## src/rtl/pipe_ctrl_fsm_if.sv

```systemverilog
// Hazard inputs and pipeline-register controls between the 5-stage core and pipe_ctrl_fsm.
// master: the controller; slave: the pipeline datapath.
interface pipe_ctrl_fsm_if;
  logic       is_load_ex;
  logic [4:0] rd_ex;
  logic [4:0] rs1_id;
  logic [4:0] rs2_id;
  logic       rs1_used_id;
  logic       rs2_used_id;
  logic       mispredict_ex;
  logic       dmem_req_mem;
  logic       dmem_ready;

  logic       pc_en;
  logic       if_id_en;
  logic       if_id_flush;
  logic       id_ex_en;
  logic       id_ex_flush;
  logic       ex_mem_en;

  modport master (
    input  is_load_ex, rd_ex, rs1_id, rs2_id, rs1_used_id, rs2_used_id,
           mispredict_ex, dmem_req_mem, dmem_ready,
    output pc_en, if_id_en, if_id_flush, id_ex_en, id_ex_flush, ex_mem_en
  );

  modport slave (
    output is_load_ex, rd_ex, rs1_id, rs2_id, rs1_used_id, rs2_used_id,
           mispredict_ex, dmem_req_mem, dmem_ready,
    input  pc_en, if_id_en, if_id_flush, id_ex_en, id_ex_flush, ex_mem_en
  );
endinterface

```

## src/rtl/pipe_ctrl_fsm.sv

```systemverilog
// Pipeline sequencing controller: load-use bubbles, mispredict redirect window, memory-wait freeze.
// Optional perf counters are built only when PIPE_CTRL_PERF_EN is defined.
module pipe_ctrl_fsm #(
  parameter int unsigned REDIRECT_CYCLES = 1
) (
  input  logic                  clk,
  input  logic                  rst,
  pipe_ctrl_fsm_if.master       ctrl,
  output logic [1:0]            state_o,
  output logic [31:0]           stall_cycles,
  output logic [31:0]           flush_events
);

  typedef enum logic [1:0] {
    RUN      = 2'b00,
    MEMWAIT  = 2'b01,
    REDIRECT = 2'b10,
    ILLEGAL  = 2'b11
  } state_t;

  localparam logic [3:0] LP_CNT_LOAD = 4'(REDIRECT_CYCLES - 1);

  state_t     r_state;
  state_t     r_saved;
  logic [3:0] r_cnt;

  state_t     w_eff;
  logic       w_lu;
  logic       w_frz;
  logic       w_acc_misp;
  logic       w_lu_stall;

  assign w_lu = ctrl.is_load_ex && (ctrl.rd_ex != 5'd0) &&
                ((ctrl.rs1_used_id && (ctrl.rs1_id == ctrl.rd_ex)) ||
                 (ctrl.rs2_used_id && (ctrl.rs2_id == ctrl.rd_ex)));
  assign w_frz = ctrl.dmem_req_mem && !ctrl.dmem_ready;

  // MEMWAIT behaves as the saved state on its release cycle, so ready releases the pipe at once.
  always_comb begin
    w_eff = RUN;
    case (r_state)
      MEMWAIT:  w_eff = r_saved;
      REDIRECT: w_eff = REDIRECT;
      default:  w_eff = RUN;
    endcase
  end

  assign w_acc_misp = !rst && !w_frz && (w_eff == RUN) && ctrl.mispredict_ex;
  assign w_lu_stall = !rst && !w_frz && (w_eff == RUN) && !ctrl.mispredict_ex && w_lu;

  always_comb begin
    ctrl.pc_en       = 1'b0;
    ctrl.if_id_en    = 1'b0;
    ctrl.if_id_flush = 1'b0;
    ctrl.id_ex_en    = 1'b0;
    ctrl.id_ex_flush = 1'b0;
    ctrl.ex_mem_en   = 1'b0;
    if (rst) begin
      ctrl.if_id_flush = 1'b1;
      ctrl.id_ex_flush = 1'b1;
    end else if (w_frz) begin
      // everything held, nothing flushed
    end else if (w_eff == REDIRECT) begin
      ctrl.pc_en       = 1'b1;
      ctrl.if_id_flush = 1'b1;
      ctrl.id_ex_flush = 1'b1;
      ctrl.ex_mem_en   = 1'b1;
    end else if (w_acc_misp) begin
      ctrl.pc_en       = 1'b1;
      ctrl.if_id_en    = 1'b1;
      ctrl.if_id_flush = 1'b1;
      ctrl.id_ex_flush = 1'b1;
      ctrl.ex_mem_en   = 1'b1;
    end else if (w_lu_stall) begin
      ctrl.id_ex_flush = 1'b1;
      ctrl.ex_mem_en   = 1'b1;
    end else begin
      ctrl.pc_en     = 1'b1;
      ctrl.if_id_en  = 1'b1;
      ctrl.id_ex_en  = 1'b1;
      ctrl.ex_mem_en = 1'b1;
    end
  end

  always_ff @(posedge clk) begin
    if (rst) begin
      r_state <= RUN;
      r_saved <= RUN;
      r_cnt   <= '0;
    end else if (w_frz) begin
      r_state <= MEMWAIT;
      if (r_state != MEMWAIT) begin
        r_saved <= (r_state == REDIRECT) ? REDIRECT : RUN;
      end
    end else begin
      case (w_eff)
        RUN: begin
          if (w_acc_misp && (REDIRECT_CYCLES > 1)) begin
            r_state <= REDIRECT;
            r_cnt   <= LP_CNT_LOAD;
          end else begin
            r_state <= RUN;
          end
        end
        REDIRECT: begin
          if (r_cnt <= 4'd1) begin
            r_state <= RUN;
            r_cnt   <= '0;
          end else begin
            r_state <= REDIRECT;
            r_cnt   <= r_cnt - 4'd1;
          end
        end
        default: r_state <= RUN;
      endcase
    end
  end

  assign state_o = r_state;

`ifdef PIPE_CTRL_PERF_EN
  logic [31:0] r_stall_cycles;
  logic [31:0] r_flush_events;

  always_ff @(posedge clk) begin
    if (rst) begin
      r_stall_cycles <= '0;
      r_flush_events <= '0;
    end else begin
      if ((w_frz || w_lu_stall) && (r_stall_cycles != '1)) begin
        r_stall_cycles <= r_stall_cycles + 32'd1;
      end
      if (w_acc_misp && (r_flush_events != '1)) begin
        r_flush_events <= r_flush_events + 32'd1;
      end
    end
  end

  assign stall_cycles = r_stall_cycles;
  assign flush_events = r_flush_events;
`else
  assign stall_cycles = '0;
  assign flush_events = '0;
`endif

endmodule

```

## src/flat_wrapper.sv

```systemverilog
// flat-port wrapper written by rule: the top's interface ports become plain ports
module pipe_ctrl_fsm_flat 
#(
  parameter int unsigned REDIRECT_CYCLES = 1
)
  (clk, rst, state_o, stall_cycles, flush_events, ctrl_is_load_ex, ctrl_rd_ex, ctrl_rs1_id, ctrl_rs2_id, ctrl_rs1_used_id, ctrl_rs2_used_id, ctrl_mispredict_ex, ctrl_dmem_req_mem, ctrl_dmem_ready, ctrl_pc_en, ctrl_if_id_en, ctrl_if_id_flush, ctrl_id_ex_en, ctrl_id_ex_flush, ctrl_ex_mem_en);
  pipe_ctrl_fsm_if ctrl_i ();
  input  logic clk;
  input  logic rst;
  output logic [1:0] state_o;
  output logic [31:0] stall_cycles;
  output logic [31:0] flush_events;
  input wire logic [$bits(ctrl_i.is_load_ex)-1:0] ctrl_is_load_ex;
  input wire logic [$bits(ctrl_i.rd_ex)-1:0] ctrl_rd_ex;
  input wire logic [$bits(ctrl_i.rs1_id)-1:0] ctrl_rs1_id;
  input wire logic [$bits(ctrl_i.rs2_id)-1:0] ctrl_rs2_id;
  input wire logic [$bits(ctrl_i.rs1_used_id)-1:0] ctrl_rs1_used_id;
  input wire logic [$bits(ctrl_i.rs2_used_id)-1:0] ctrl_rs2_used_id;
  input wire logic [$bits(ctrl_i.mispredict_ex)-1:0] ctrl_mispredict_ex;
  input wire logic [$bits(ctrl_i.dmem_req_mem)-1:0] ctrl_dmem_req_mem;
  input wire logic [$bits(ctrl_i.dmem_ready)-1:0] ctrl_dmem_ready;
  output wire logic [$bits(ctrl_i.pc_en)-1:0] ctrl_pc_en;
  output wire logic [$bits(ctrl_i.if_id_en)-1:0] ctrl_if_id_en;
  output wire logic [$bits(ctrl_i.if_id_flush)-1:0] ctrl_if_id_flush;
  output wire logic [$bits(ctrl_i.id_ex_en)-1:0] ctrl_id_ex_en;
  output wire logic [$bits(ctrl_i.id_ex_flush)-1:0] ctrl_id_ex_flush;
  output wire logic [$bits(ctrl_i.ex_mem_en)-1:0] ctrl_ex_mem_en;
  assign ctrl_i.is_load_ex = ctrl_is_load_ex;
  assign ctrl_i.rd_ex = ctrl_rd_ex;
  assign ctrl_i.rs1_id = ctrl_rs1_id;
  assign ctrl_i.rs2_id = ctrl_rs2_id;
  assign ctrl_i.rs1_used_id = ctrl_rs1_used_id;
  assign ctrl_i.rs2_used_id = ctrl_rs2_used_id;
  assign ctrl_i.mispredict_ex = ctrl_mispredict_ex;
  assign ctrl_i.dmem_req_mem = ctrl_dmem_req_mem;
  assign ctrl_i.dmem_ready = ctrl_dmem_ready;
  assign ctrl_pc_en = ctrl_i.pc_en;
  assign ctrl_if_id_en = ctrl_i.if_id_en;
  assign ctrl_if_id_flush = ctrl_i.if_id_flush;
  assign ctrl_id_ex_en = ctrl_i.id_ex_en;
  assign ctrl_id_ex_flush = ctrl_i.id_ex_flush;
  assign ctrl_ex_mem_en = ctrl_i.ex_mem_en;
  pipe_ctrl_fsm #(.REDIRECT_CYCLES(REDIRECT_CYCLES)) u_core (.clk(clk), .rst(rst), .ctrl(ctrl_i), .state_o(state_o), .stall_cycles(stall_cycles), .flush_events(flush_events));
endmodule
```

## config.mk

```make
export PLATFORM = sky130hd
export DESIGN_NAME = pipe_ctrl_fsm_flat
export DESIGN_NICKNAME = d
export VERILOG_FILES = /design/src/rtl/pipe_ctrl_fsm_if.sv /design/src/rtl/pipe_ctrl_fsm.sv /design/src/flat_wrapper.sv
export SDC_FILE = /design/constraint.sdc
export NUM_CORES = 1
export LEC_CHECK = 0
export ABC_CLOCK_PERIOD_IN_PS = 2900
export CORE_ASPECT_RATIO = 1.2
export CORE_UTILIZATION = 33
export DETAILED_ROUTE_END_ITERATION = 16
export GPL_TIMING_DRIVEN = 0
export MAX_ROUTING_LAYER = met4
export PLACE_DENSITY = 0.86
export SYNTH_ARGS = -nofsm -noshare
export SYNTH_HDL_FRONTEND = slang
export SYNTH_SLANG_ARGS = --single-unit
```

## constraint.sdc

```tcl
create_clock -name clk -period 2.9 [get_ports clk]
set_clock_uncertainty 0.05 [all_clocks]
set_input_delay 0.58 -clock clk [delete_from_list [all_inputs] [get_ports clk]]
set_output_delay 0.58 -clock clk [all_outputs]
set_load 0.01 [all_outputs]
```

After elaboration in Yosys (flattened, before gate mapping)
Index checks and enable logic that the tools add are counted.
Operators by class
  mux-type cells: 29
  magnitude comparators: 1
  equality and inequality tests: 6
  $add $sub $neg: 1
  reduce and logical (&&, ||, !) cells: 20
  bitwise gates (word level): 2
Operator list (number)
  1-bit 2-to-1 mux: 25
  5-bit equality test: 2
  1-bit logical AND: 10
  5-bit nonzero test: 1
  2-bit equality test, second input constant: 2
  4-bit by 1-bit less-or-equal comparator with 1-bit output, second input constant: 1
  1-bit zero test: 4
  2-bit 2-to-1 mux: 2
  4-bit 2-to-1 mux: 1
  2-bit case mux with 2 select lines: 1
  2-bit AND reduction: 2
  4-bit by 1-bit subtractor with 4-bit output, second input constant: 1
  3-bit OR reduction: 1
  2-bit by 1-bit equality test with 1-bit output, second input constant: 1
  2-bit zero test: 1
  2-bit by 1-bit inequality test with 1-bit output, second input constant: 1
  1-bit NOT: 2
  1-bit logical OR: 1
Storage, ports and cells
  word-level logic and storage cells: 63
  register bits after elaboration: 8

Depth between registers and ports, before layout
  depth after elaboration: 12
  mapped depth: 6
  gate-level depth less buffers: 6

Least setup slack after synthesis
Ideal clock, no wire load.
  kind: input to output
  from: in ctrl_rd_ex[0]
  to: out ctrl_id_ex_en
  slack: 0.727 ns
  stages on the path: 4
  arrival: 1.543 ns
  data required time: 2.270 ns
  cell sequence: or4_1 -> nor2_1 -> nor3b_1 -> a211oi_2
Between the ends
  cells in the longest elaborated chain, start to end: 10
Ends and longest elaborated chain
  start: declaration: line flat_wrapper.sv:14  | input wire logic [$bits(ctrl_i.rd_ex)-1:0] ctrl_rd_ex;
  5-bit equality test, on equally long branches: line pipe_ctrl_fsm.sv:34, pipe_ctrl_fsm.sv:35
  1-bit logical AND, on equally long branches: line pipe_ctrl_fsm.sv:34, pipe_ctrl_fsm.sv:35
  1-bit logical OR: line pipe_ctrl_fsm.sv:34  | ((ctrl.rs1_used_id && (ctrl.rs1_id == ctrl.rd_ex)) ||
  1-bit logical AND *: line pipe_ctrl_fsm.sv:33  | assign w_lu = ctrl.is_load_ex && (ctrl.rd_ex != 5'd0) &&
  1-bit logical AND *: line pipe_ctrl_fsm.sv:49  | assign w_lu_stall = !rst && !w_frz && (w_eff == RUN) && !ctrl.mispredict_ex && w_lu;
  1-bit 2-to-1 mux *: line pipe_ctrl_fsm.sv:74  | end else if (w_lu_stall) begin
  1-bit 2-to-1 mux *: line pipe_ctrl_fsm.sv:68  | end else if (w_acc_misp) begin
  1-bit 2-to-1 mux *: line pipe_ctrl_fsm.sv:63  | end else if (w_eff == REDIRECT) begin
  1-bit 2-to-1 mux *: line pipe_ctrl_fsm.sv:61  | end else if (w_frz) begin
  1-bit 2-to-1 mux *: line pipe_ctrl_fsm.sv:58  | if (rst) begin
  end: declaration: line flat_wrapper.sv:25  | output wire logic [$bits(ctrl_i.id_ex_en)-1:0] ctrl_id_ex_en;
Mark *: on every way between the ends. The rest lies on a longest branch, timed or not.

Worst setup path in the final report
  from: in ctrl_rd_ex[0]
  to: out ctrl_id_ex_flush
Between the ends
  cells in the longest elaborated chain, start to end: 10
Ends and longest elaborated chain
  5-bit equality test, on equally long branches: line pipe_ctrl_fsm.sv:34, pipe_ctrl_fsm.sv:35
  1-bit logical AND, on equally long branches: line pipe_ctrl_fsm.sv:34, pipe_ctrl_fsm.sv:35
  1-bit logical OR: line pipe_ctrl_fsm.sv:34
  1-bit logical AND *: line pipe_ctrl_fsm.sv:33
  1-bit logical AND *: line pipe_ctrl_fsm.sv:49
  1-bit 2-to-1 mux *: line pipe_ctrl_fsm.sv:74
  1-bit 2-to-1 mux *: line pipe_ctrl_fsm.sv:68
  1-bit 2-to-1 mux *: line pipe_ctrl_fsm.sv:63
  1-bit 2-to-1 mux *: line pipe_ctrl_fsm.sv:61
  1-bit 2-to-1 mux *: line pipe_ctrl_fsm.sv:58
  end: declaration: line flat_wrapper.sv:26  | output wire logic [$bits(ctrl_i.id_ex_flush)-1:0] ctrl_id_ex_flush;
Marked as above.

==> reports/results.txt <==
chip width: 52.87 um
antenna viol nets, final: 0
wirelength, routed: 2009 um
Power Density: 223.8 nW/um^2
Detailed Route Iter0 Violations: 11
multi-input logic area: 633.1 um^2
post-synth top area share: 0.4689
largest net degree at the start of global routing: 6
path type of the worst min-delay path: reg2reg
Synth area leaders: buf_4 47%, dfxtp_1 14%, xnor2_1 11%, ha_1 4.9%, nor2_1 2.9%
min-delay src: u_core.r_saved[1]
met1 wire length: 625 um
Cell variety after synth: 27
CP endpoint kind: output port
reg2reg start: u_core.state_o[0]
Placer Congestion: 0.7229
RSZ-0062 raised after global routing: false
Worst-path clk slew: 0.05 ns
crit path max fanout: 4
R2R cell count: 5
total CTS buffers: 3
Yosys top cell by area: buf_4
hold-critical path depth: 2
Final WS setup: 0.1723 ns
dpl ws: -0.3246 ns
Non-Filler Instances: 264
Cells after DPL: 259
CP Data Required Time: 2.27 ns
GRT overflow: 0
CTS tree: done
clk buf depth: 2
kind of critical path: in2out
CTS H-tree lvls: 1
Port Buffers: 30
Critical path origin: ctrl_rd_ex[0]
wire per inst: 7.610 um
maximum clock frequency: 366.6 MHz
die area: 3333 um^2
root buf cell: clkbuf_4
routed vias: 931
Netlist Area Pre-Place: 1025 um^2
CP arrival: 2.10 ns
initial antenna violation count: 0
Avg Cell Area, Syn: 7.763 um^2
Cells after Synth: 132
Vert. Die Dim: 63.05 um
detailed-router iteration count before antenna repair: 4
FF/Latch Area: 140.1 um^2
cells along the critical path: dlygate4sd2_1 -> or4_1 -> nor2_1 -> nor3b_2 -> a31o_1 -> dlygate4sd2_1
share of layout cells above drive strength 1: 0.3130
post-detail-place hpwl: 1862 um
leak pwr: 0.8953 nW
post-route minimum period: 2.728 ns
CTS sink count: 7
Most common cell on crit path: dlygate4sd2_1
Crit-path slowest cell: or4_1
first-pass GRT wire length: 3174 um
CORE AREA: 2864 um^2
Slew Limit Fails: 0
WL met2: 1125 um
GRT Util Overall: 0.1286
Final #Nets: 258
DR vias/cell: 3.527
# IOs: 95
Final period util: 0.9406
drc violations: 0
vias in the first global route: 839
Peak VDD IR: 0.1502 mV
sequential share of the synthesized area: 0.1368
CP startpoint kind: input port
DR top layer: met4
n_diodes: 0
initial core utilization: 0.3578
status: finished clean
Setup TNS: 0 ns
Setup Viol. Count Final: 0
fillers: 264
DP Area: 1604 um^2
row cnt: 21
clock latency on the worst-skew pair: 0.25 ns
total power: 0.3671 mW
Ys Warns: 0
Hold Vio Cnt, Final: 0
Hold-fix buffers, CTS: 0
register bit total from synthesis: 7
Synth-to-Final Area Change: 60.07%
delay of the slowest critical-path stage: 0.52 ns
WL met3: 241 um
max cap viols: 0
final instance area: 1640 um^2
per-stage QoR:
step / hold slack [ns] / util
after floorplan: 0.3980 / -
after global placement: 0.4190 / 0.5601
after detailed placement: 0.4387 / 0.5601
after CTS: 0.4455 / 0.5727
after global routing: 0.4647 / 0.5727
final: 0.4413 / 0.5727
path summary, 6_finish.rpt:
| check | end | slack (ns) |
|---|---|---|
| worst min register to register | u_core.r_saved[1] | 0.44 |
| worst max register to register | u_core.r_cnt[1] | 1.24 |
| worst max-delay path | ctrl_id_ex_flush | 0.17 |
| worst min-delay path | u_core.r_saved[1] | 0.44 |
cell usage after synthesis, drive strengths merged:
| library cell | count |
|---|---|
| a31o | 1 |
| o21bai | 1 |
| nor2b | 1 |
| or2 | 1 |
| nand2b | 2 |
| a31oi | 1 |
| nand4 | 2 |
| or3 | 1 |
| nor4b | 1 |
| o22ai | 1 |
| inv | 5 |
| nor4 | 1 |
| o21ai | 1 |
| conb | 1 |
| xnor2 | 13 |
| buf | 64 |
| nor3b | 1 |
| a21o | 2 |
| nor2 | 8 |
| a211oi | 2 |
| ha | 4 |
| a21oi | 3 |
| dfxtp | 7 |
| or4 | 1 |
| nor3 | 3 |
| nand2 | 4 |
metal layers:
| layer | track usage | vias to the layer above |
|---|---|---|
| met4 | 0.04934 | 0 |
| met2 | 0.2516 | 61 |
| met1 | 0.1056 | 373 |
| met5 | - | - |
| met3 | 0.03650 | 2 |
| li1 | - | 495 |
cell families after synthesis:
kind of cell,share of synthesized area
buffers and inverters,0.4872
AND/OR/NAND/NOR,0.1307
XOR/XNOR,0.1111
AO/OA/AOI/OAI,0.08181
flip-flops,0.1367
adder cells (fa/ha/maj),0.04884
other,0.003659
what timing repair did:
action	4_1_cts	5_1_grt
hold endpoints to repair	0	0
setup endpoints to repair	4	0
buffers inserted	1	0
resized for setup	11	0
worst max-delay path: cells and delay by family:
kind | cells | cell delay (ns)
buffers and inverters | 2 | 0.55
AND/OR/NAND/NOR | 3 | 0.75
AO/OA/AOI/OAI | 1 | 0.22
cell type report:
cell class,instances,area share
multi-input cells,119,0.3860
well taps,34,0.02593
repair buffers,31,0.1823
plain buffers,64,0.2929
clock buffers,4,0.01602
flip-flops and latches,7,0.08543
inverters,5,0.01144
registers in the layout (all words and copies together), names as in the netlist:
register / flops
u_core.r_cnt: 4
u_core.r_saved: 1
u_core.state_o: 2
report_power, final:
part / internal, mW / switching [mW]
logic: 0.104 / 0.0785
registers: 0.0969 / 0.000451
clock network: 0.0525 / 0.0350
total: 0.253 / 0.114
layout by cell type, fill, tap and decap left out, types with 2 or more instances in the layout:
master           synthesis  routed
clkdlybuf4s50_1          0      22
nand4_1                  2       2
conb_1                   1      64
a21oi_1                  3       3
xnor2_1                 13      13
nand2b_1                 2       2
dfxtp_1                  7       7
dlygate4sd2_1            0       7
clkbuf_4                 0       3
nand2_1                  4       4
inv_1                    5       5
buf_4                   64      65
ha_1                     4       4
nor3_1                   3       3
a21o_1                   2       2
nor2_1                   8       8
(Power assumes the default switching activity.)
